$ cat config.mk
export PLATFORM = sky130hd
export DESIGN_NAME = multicycle_controller
export DESIGN_NICKNAME = d
export VERILOG_FILES = /design/src/rtl/ctrl_pkg.sv /design/src/rtl/mc_wait_timer.sv /design/src/rtl/multicycle_controller.sv
export SDC_FILE = /design/constraint.sdc
export NUM_CORES = 1
export LEC_CHECK = 0
export CORE_MARGIN = 5
export CORE_UTILIZATION = 50
export DETAILED_ROUTE_END_ITERATION = 10
export HOLD_SLACK_MARGIN = 0.03
export PLACE_DENSITY = 0.89
export SLEW_MARGIN = 20
export SYNTH_ARGS = -nofsm -noshare
export SYNTH_HDL_FRONTEND = slang
export SYNTH_SLANG_ARGS = --single-unit
$ cat constraint.sdc
create_clock -name clk -period 2.15 [get_ports clk]
set_input_delay 0.5375 -clock clk [delete_from_list [all_inputs] [get_ports clk]]
set_output_delay 0.5375 -clock clk [all_outputs]
set_load 0.02 [all_outputs]
$ cat src/rtl/ctrl_pkg.sv
// Shared definitions for the multi-cycle RV32I-subset controller:
// state codes, recognised opcodes and datapath select encodings.
package ctrl_pkg;

  // Controller states (4-bit encoding kept stable for legacy tooling)
  localparam logic [3:0] ST_IDLE     = 4'd0;
  localparam logic [3:0] ST_FETCH    = 4'd1;
  localparam logic [3:0] ST_DECODE   = 4'd2;
  localparam logic [3:0] ST_EXEC_R   = 4'd3;
  localparam logic [3:0] ST_EXEC_I   = 4'd4;
  localparam logic [3:0] ST_MEM_ADDR = 4'd5;
  localparam logic [3:0] ST_MEM_RD   = 4'd6;
  localparam logic [3:0] ST_MEM_WR   = 4'd7;
  localparam logic [3:0] ST_WB_ALU   = 4'd8;
  localparam logic [3:0] ST_WB_MEM   = 4'd9;
  localparam logic [3:0] ST_BRANCH   = 4'd10;
  localparam logic [3:0] ST_TRAP     = 4'd11;

  // Recognised major opcodes (IR[6:0])
  localparam logic [6:0] OP_RTYPE  = 7'b0110011;
  localparam logic [6:0] OP_ITYPE  = 7'b0010011;
  localparam logic [6:0] OP_LOAD   = 7'b0000011;
  localparam logic [6:0] OP_STORE  = 7'b0100011;
  localparam logic [6:0] OP_BRANCH = 7'b1100011;

  // ALU operation select
  localparam logic [1:0] ALU_ADD   = 2'b00;
  localparam logic [1:0] ALU_SUB   = 2'b01;
  localparam logic [1:0] ALU_FUNCT = 2'b10;

  // ALU B-operand select
  localparam logic [1:0] SRCB_RS2  = 2'b00;
  localparam logic [1:0] SRCB_FOUR = 2'b01;
  localparam logic [1:0] SRCB_IMM  = 2'b10;

  // States that talk to memory and therefore wait on mem_ready
  function automatic logic isWaitState(input logic [3:0] state);
    return (state == ST_FETCH) || (state == ST_MEM_RD) || (state == ST_MEM_WR);
  endfunction

endpackage

$ cat src/rtl/mc_wait_timer.sv
// Memory wait timer: counts cycles spent waiting for mem_ready and flags
// the cycle on which the wait budget runs out without a response.
module mc_wait_timer #(
  parameter int CNT_W    = 8,
  parameter int WAIT_MAX = 255
) (
  input  logic clk,
  input  logic rst_n,
  input  logic clear,
  input  logic enable,
  output logic expired
);

  // Count value held during the final permitted wait cycle
  localparam logic [CNT_W-1:0] LAST_COUNT = CNT_W'(WAIT_MAX - 1);

  logic [CNT_W-1:0] countReg;

  // Wait-cycle counter; clear has priority so each new memory state starts from zero
  always_ff @(posedge clk or negedge rst_n) begin
    if (!rst_n) begin
      countReg <= '0;
    end else if (clear) begin
      countReg <= '0;
    end else if (enable) begin
      countReg <= countReg + CNT_W'(1);
    end
  end

  // Expiry only when still waiting, so a response on the last cycle wins
  assign expired = enable && (countReg == LAST_COUNT);

endmodule

$ cat src/rtl/multicycle_controller.sv
// Multi-cycle control FSM for the shared RV32I-subset datapath.
// One state register, a next-state block and a Moore-style output decode;
// memory waits are bounded by mc_wait_timer and end in a sticky trap.
module multicycle_controller
  import ctrl_pkg::*;
#(
  parameter int WAIT_MAX = 255,
  parameter int CNT_W    = 8,
  parameter int RETIRE_W = 32
) (
  input  logic                clk,
  input  logic                rst_n,
  input  logic [6:0]          opcode,
  input  logic [2:0]          funct3,
  input  logic                alu_zero,
  input  logic                alu_lt,
  input  logic                mem_ready,
  output logic                pc_write,
  output logic                ir_write,
  output logic                i_or_d,
  output logic                mem_read,
  output logic                mem_write,
  output logic                mem_to_reg,
  output logic                reg_write,
  output logic                alu_src_a,
  output logic [1:0]          alu_src_b,
  output logic [1:0]          alu_op,
  output logic                pc_source,
  output logic                illegal_op,
  output logic                bus_err,
  output logic [RETIRE_W-1:0] retired
);

  logic [3:0]          stateReg;
  logic [3:0]          stateNext;
  logic                isStoreReg;
  logic                illegalReg;
  logic                busErrReg;
  logic [RETIRE_W-1:0] retiredReg;
  logic                timerClear;
  logic                timerEnable;
  logic                timerExpired;
  logic                retireEvent;
  logic                branchTaken;

  // Only funct3[2] distinguishes the supported branches (BGE vs BEQ)
  logic unusedFunct3;
  assign unusedFunct3 = ^funct3[1:0];

  // Any state change restarts the wait budget; waiting means no response yet
  assign timerClear  = (stateNext != stateReg);
  assign timerEnable = isWaitState(stateReg) && !mem_ready;

  mc_wait_timer #(
    .CNT_W   (CNT_W),
    .WAIT_MAX(WAIT_MAX)
  ) waitTimer (
    .clk    (clk),
    .rst_n  (rst_n),
    .clear  (timerClear),
    .enable (timerEnable),
    .expired(timerExpired)
  );

  assign branchTaken = funct3[2] ? !alu_lt : alu_zero;

  // An instruction completes when leaving its final state
  assign retireEvent = (stateReg == ST_WB_ALU) || (stateReg == ST_WB_MEM) ||
                       (stateReg == ST_BRANCH) || ((stateReg == ST_MEM_WR) && mem_ready);

  // Next-state selection; memory states hold until ready or the wait budget expires
  always_comb begin
    stateNext = stateReg;
    case (stateReg)
      ST_IDLE:     stateNext = ST_FETCH;
      ST_FETCH: begin
        if (mem_ready)         stateNext = ST_DECODE;
        else if (timerExpired) stateNext = ST_TRAP;
      end
      ST_DECODE: begin
        case (opcode)
          OP_RTYPE:          stateNext = ST_EXEC_R;
          OP_ITYPE:          stateNext = ST_EXEC_I;
          OP_LOAD, OP_STORE: stateNext = ST_MEM_ADDR;
          OP_BRANCH:         stateNext = ST_BRANCH;
          default:           stateNext = ST_TRAP;
        endcase
      end
      ST_EXEC_R:   stateNext = ST_WB_ALU;
      ST_EXEC_I:   stateNext = ST_WB_ALU;
      ST_MEM_ADDR: stateNext = isStoreReg ? ST_MEM_WR : ST_MEM_RD;
      ST_MEM_RD: begin
        if (mem_ready)         stateNext = ST_WB_MEM;
        else if (timerExpired) stateNext = ST_TRAP;
      end
      ST_MEM_WR: begin
        if (mem_ready)         stateNext = ST_FETCH;
        else if (timerExpired) stateNext = ST_TRAP;
      end
      ST_WB_ALU:   stateNext = ST_FETCH;
      ST_WB_MEM:   stateNext = ST_FETCH;
      ST_BRANCH:   stateNext = ST_FETCH;
      ST_TRAP:     stateNext = ST_TRAP;
      default:     stateNext = ST_IDLE;
    endcase
  end

  // State register, latched load/store class, sticky trap causes and retire counter
  always_ff @(posedge clk or negedge rst_n) begin
    if (!rst_n) begin
      stateReg   <= ST_IDLE;
      isStoreReg <= 1'b0;
      illegalReg <= 1'b0;
      busErrReg  <= 1'b0;
      retiredReg <= '0;
    end else begin
      stateReg <= stateNext;
      if (stateReg == ST_DECODE) begin
        isStoreReg <= (opcode == OP_STORE);
      end
      if ((stateReg == ST_DECODE) && (stateNext == ST_TRAP)) begin
        illegalReg <= 1'b1;
      end
      if (isWaitState(stateReg) && (stateNext == ST_TRAP)) begin
        busErrReg <= 1'b1;
      end
      if (retireEvent) begin
        retiredReg <= retiredReg + RETIRE_W'(1);
      end
    end
  end

  assign illegal_op = illegalReg;
  assign bus_err    = busErrReg;
  assign retired    = retiredReg;

  // Datapath controls decoded from state; everything defaults to 0 (IDLE and TRAP)
  always_comb begin
    pc_write   = 1'b0;
    ir_write   = 1'b0;
    i_or_d     = 1'b0;
    mem_read   = 1'b0;
    mem_write  = 1'b0;
    mem_to_reg = 1'b0;
    reg_write  = 1'b0;
    alu_src_a  = 1'b0;
    alu_src_b  = SRCB_RS2;
    alu_op     = ALU_ADD;
    pc_source  = 1'b0;
    case (stateReg)
      ST_FETCH: begin
        mem_read  = 1'b1;
        alu_src_b = SRCB_FOUR;
        ir_write  = mem_ready;
        pc_write  = mem_ready;
      end
      ST_DECODE: begin
        alu_src_b = SRCB_IMM;
      end
      ST_EXEC_R: begin
        alu_src_a = 1'b1;
        alu_op    = ALU_FUNCT;
      end
      ST_EXEC_I, ST_MEM_ADDR: begin
        alu_src_a = 1'b1;
        alu_src_b = SRCB_IMM;
      end
      ST_MEM_RD: begin
        mem_read = 1'b1;
        i_or_d   = 1'b1;
      end
      ST_MEM_WR: begin
        mem_write = 1'b1;
        i_or_d    = 1'b1;
      end
      ST_WB_ALU: begin
        reg_write = 1'b1;
      end
      ST_WB_MEM: begin
        reg_write  = 1'b1;
        mem_to_reg = 1'b1;
      end
      ST_BRANCH: begin
        alu_src_a = 1'b1;
        alu_op    = ALU_SUB;
        pc_source = 1'b1;
        pc_write  = branchTaken;
      end
      default: begin
        pc_write = 1'b0;
      end
    endcase
  end

endmodule

### Word level (Yosys, flattened, before mapping)

Index checks and enable logic that the tools add are counted.

| operators by class | value |
|---|---|
| multiplexer cells | 21 |
| equal/unequal tests | 19 |
| reduce and logical (&&, ||, !) cells | 22 |
| add/sub/neg operators | 2 |

Operators by type and width:

| kind | number |
|---|---|
| $add A32 B1 Y32 const B | 1 |
| $pmux W4 S8 | 1 |
| $eq A4 B4 Y1 const B | 5 |
| $eq A4 B3 Y1 const B | 4 |
| $mux W4 | 4 |
| $mux W8 | 2 |
| $pmux W4 S4 | 1 |
| $eq A7 B6 Y1 const B | 2 |
| $mux W1 | 10 |
| $reduce_or A2 Y1 | 5 |
| $add A8 B1 Y8 const B | 1 |
| $eq A4 B2 Y1 const B | 2 |
| $eq A8 B8 Y1 const B | 1 |
| $pmux W2 S2 | 2 |
| $reduce_or A4 Y1 | 2 |
| $eq A7 B2 Y1 const B | 1 |
| $eq A7 B5 Y1 const B | 1 |
| $eq A7 B7 Y1 const B | 1 |
| $logic_and A1 B1 Y1 | 5 |
| $logic_or A1 B1 Y1 | 5 |
| $eq A4 B1 Y1 const B | 1 |
| $logic_not A4 Y1 | 1 |
| $ne A4 B4 Y1 | 1 |
| $reduce_or A3 Y1 | 1 |
| other kinds (3) | 4 |

| word-level totals | value |
|---|---|
| output and inout port bits | 47 |
| word-level logic and storage cells | 70 |
| input port bits | 15 |
| register bits | 47 |

### Longest topological paths before layout

| logic depth | value |
|---|---|
| depth after elaboration | 10 |
| gate-level depth with buffers | 8 |
| mapped depth without buffers | 7 |

### Modules after synthesis

A second synthesis with hierarchy kept.

| second synthesis, totals | value |
|---|---|
| cells, all modules | 266 |
| area total of the unflattened synthesis | 2578.7 um^2 |

By module, submodules not included:

| module | cells each | times used | sequential area each (um^2) | area an instance (um^2) |
|---|---|---|---|---|
| multicycle_controller | 225 | 1 | 975.9 | 2167.1 |
| mc_wait_timer | 41 | 1 | 200.2 | 411.6 |

### Worst setup path after synthesis

No wires, ideal clock.

| path | value |
|---|---|
| path kind | flip-flop to output port |
| start | register stateReg[2] |
| end | output pc_write |
| cell stages (with the launch flop) | 6 |
| arrival | 1.796 ns |
| path buffers | 2 |
| slack | -0.184 ns |
| required time | 1.612 ns |
| path through | dfrtp_1 -> buf_2 -> buf_2 -> nor3_1 -> and2_1 -> a21o_1 |

| between the ends | value |
|---|---|
| word-level cells in the longest chain between the ends | 2 |
| elaborated cells between the ends (all ways) | 3 |
| classes of those cells | eq/ne: 2; mux: 1 |

Ends and longest elaborated chain:

| element | line | source |
|---|---|---|
| start, declared | multicycle_controller.sv:34 | `logic [3:0] stateReg;` |
| start signal, assigned | multicycle_controller.sv:117 | `stateReg <= stateNext;` |
| $eq A4 B4 Y1 / $eq A4 B1 Y1 (equally long branches) | multicycle_controller.sv:150 | `case (stateReg)` |
| $pmux W1 S2 (*) | multicycle_controller.sv:150 |  |
| end, declared | multicycle_controller.sv:18 | `output logic pc_write,` |

Every way passes the cells marked *; elsewhere a longest branch is shown, timed or not.

### Worst setup path after layout

| path | value |
|---|---|
| start | register stateReg[0] |
| end | output alu_op[1] |

| between the ends | value |
|---|---|
| word-level cells in the longest chain between the ends | 2 |
| elaborated cells between the ends (all ways) | 3 |
| classes of those cells | eq/ne: 2; mux: 1 |

Ends and longest elaborated chain:

| element | line | source |
|---|---|---|
| $eq A4 B4 Y1 / $eq A4 B2 Y1 (equally long branches) | multicycle_controller.sv:150 |  |
| $pmux W2 S2 (*) | multicycle_controller.sv:150 |  |
| end, declared | multicycle_controller.sv:27 | `output logic [1:0] alu_op,` |

Marks and branches as above.

==> flow_summary.yaml <==
run_status:
  status: "finished clean"
clock_tree:
  numCtsBuffers: 5
  cts_tree: "built"
  cts_max_level: 2
  cts_sinks: 47
  cts_max_path_buffers: 2
  cts-root-buf: "clkbuf_8"
  path_clk_slew_ns: 0.08
  clkLatencyLatePin_ns: 0.29
global_routing:
  grt_pass1_vias: 2423
  overflow: 0
  grt_max_degree: 33
  grt_use_total_pct: 20.5
  antenna_found_initial: 0
  grt_first_pass_wirelength_um: 10900
setup_path:
  cpLargestDelayFamily: "buffers and inverters"
  cp.arrival_ns: 1.56
  r2r_start: "stateReg[1]"
  slowest_stage: "dfrtp_2"
  start_kind: "flop"
  r2r_cells: 8
  crit_fanout: 8
  path_cells: "nand2_1 > buf_4 > nor3_1 > dlygate4sd2_1"
  critPathLaunch: "stateReg[0]"
  end_kind: "output port"
  critPathBufInv: 2
  cp.depth: 4
  path_class: "reg -> out"
  critical_path_required_ns: 1.61
  cp_slowest_stage_delay_ns: 0.49
layout:
  n_fill_cell: 356
  fin_area_um2: 3680
  diodes: 0
  ff_latch_area_um2: 1180
  fin_util_pct: 72.1
  nets: 374
  drive_gt1_share_pct: 19.9
  multiInputGateArea_um2: 1390
  final_cell_count_no_fill: 427
  area_delta_synth_final_pct: 40.3
min_path:
  worstHoldPathType: "in -> async"
routing:
  firstDrtPassIters: 4
  ant_nets: 0
  wire_per_inst_um: 15.7
  vias: 2379
  dr.first_iter.drc_count: 134
  drcViolationCount: 0
  drt-total-wl_um: 6700
  vias_per_cell: 5.57
placed_design:
  place_area_um2: 3500
  routabilityCongestion: 0.865
  hpwl_um: 5030
  dp.cells: 419
  dpl_worst_slack_ns: -0.321
  io_buffers: 59
synth:
  syn-num-nets: 287
  synth_edf_count: 0
  syn_inst: 269
  synth_top_area_share_pct: 44.8
  yosysUniqueCellTypes: 47
  synth.cell_area_um2: 2620
  yosysSeqAreaShare_pct: 44.8
  synth.avg_cell_area_um2: 9.75
  ys_warn_count: 0
  synth.area.top_cells: "dfrtp_1 45%, xnor2_1 6.3%, xor2_1 6.3%"
  synth-main-ff-cell: "dfrtp_1"
  synth-seq-cells: 47
  synthArstFlopShare_pct: 100
  yosysTopAreaCell: "dfrtp_1"
sta:
  hold_viol_final: 0
  worst_slew_pin_slew_ns: 0.573
  finClkSkew_ns: 0.00514
  fmax_mhz: 478
  finalWorstSetupSlack_ns: 0.0566
  relSlewSlack_pct: 61.7
  period_share_pct: 97.4
  layout_min_cycle_time_ns: 2.09
  holdWs_ns: 0.150
  setup_violations: 0
  final_max_slew_viol_count: 0
  rsz0062_at_grt: "yes"
floorplanning:
  die_x_um: 82.4
  rows: 26
  dieHeight_um: 82.4
  ios: 62
  core_um2: 5110
  initial_utilization_pct: 51.4
  die_area_um2: 6800
power_and_ir_drop:
  leakage_nw: 1.73
  ir_worst_vdd_mv: 0.299
  power_density_nw_per_um2: 460
run:
  maxCapViolCount: 0
==> cell usage after synthesis, types with 2 or more instances <==
cell / n
dfrtp_1: 47
nand2_1: 21
nor2_1: 21
xnor2_1: 19
xor2_1: 19
nand3_1: 17
nor3_1: 16
inv_1: 12
nand4_1: 11
and3_1: 10
buf_2: 7
o21ai_0: 5
a21oi_1: 4
and2_1: 4
nor2b_1: 4
a211oi_1: 3
buf_6: 3
ha_1: 3
nand2b_1: 3
nor4_2: 3
o21a_1: 3
o22ai_1: 3
a22oi_1: 2
and4_1: 2
clkbuf_1: 2
nor4b_2: 2
o21bai_1: 2
or2_2: 2
==> stage by stage <==
step | total power [mW] | TNS (ns)
after global routing | 1.75 | -0.0275
final | 1.69 | 0
after detailed placement | 0.960 | -3.44
after CTS | 1.71 | 0
after floorplan | 0.909 | 0
after global placement | 0.957 | -2.03
==> registers in the layout (all words and copies together) (netlist names) <==
name / count
retired: 32
waitTimer.countReg: 8
stateReg: 4
bus_err: 1
illegal_op: 1
isStoreReg: 1
==> logic make-up (layout without fill, tap and decap cells) <==
group	after synthesis	in the layout	synth area share [%]
AND/OR/NAND/NOR	123	123	26.8
multiplexers	1	1	0.429
XOR/XNOR	38	38	12.7
buffers and inverters	25	113	4.91
adder cells (fa/ha/maj)	3	3	1.43
AO/OA/AOI/OAI	32	32	8.96
flip-flops	47	47	44.8
==> report_power, final <==
| part | leakage, nW | internal [mW] | switching (mW) |
|---|---|---|---|
| combinational | 1.05 | 0.0310 | 0.0309 |
| clock | 0.0654 | 0.465 | 0.285 |
| sequential | 0.619 | 0.883 | 0 |
| total | 1.73 | 1.38 | 0.316 |
==> worst reg2reg max path, stage by stage, from the launching register on <==
cell	delay [ns]
dfrtp_2	0.46
buf_4	0.17
buf_4	0.14
nor4b_2	0.32
a211oi_1	0.08
o22ai_1	0.22
nand4_1	0.14
buf_4	0.21
nor3_1	0.19
==> layout by cell type (no fill, tap or decap), types with 7 or more instances in the layout <==
cell,synthesis,routed
clkdlybuf4s50_1,0,45
dfrtp_1,47,44
buf_4,1,32
nand2_1,21,21
nor2_1,21,21
xnor2_1,19,19
xor2_1,19,19
nand3_1,17,17
inv_1,12,12
nor3_1,16,12
nand4_1,11,11
and3_1,10,10
dlygate4sd2_1,0,7
==> final cells by class <==
type	count	share of cell area, %
clock buffer	6	1.97
tap	70	2.38
sequential	47	32.0
inverter	12	1.22
multi-input combinational	197	37.9
timing repair buffer	93	22.9
clock inverter	2	1.63
==> final timing paths <==
kind	slack (ns)	end
max	0.06	alu_op[1]
min	0.15	retired[19]
max reg2reg	0.13	waitTimer.countReg[5]
min reg2reg	0.48	retired[31]
max in group asynchronous	1.50	stateReg[1]
min in group clk	0.48	retired[31]
==> layer usage <==
metal,up-vias,part of all wire (%),wire [um],global-route usage (%)
met1,1158,41,2780,25.8
met4,0,2.5,168,8.64
met3,19,4.8,320,2.93
li1,1110,-,-,-
met5,-,0,0,0
met2,92,51,3430,35.1
==> timing repair <==
action | CTS | global route
gates resized for setup | 22 | 15
endpoints found under the setup margin | 15 | 14
hold buffers | 0 | 0
pin swaps | 1 | 1
buffers inserted | 0 | 0
(Power assumes the default switching activity.)
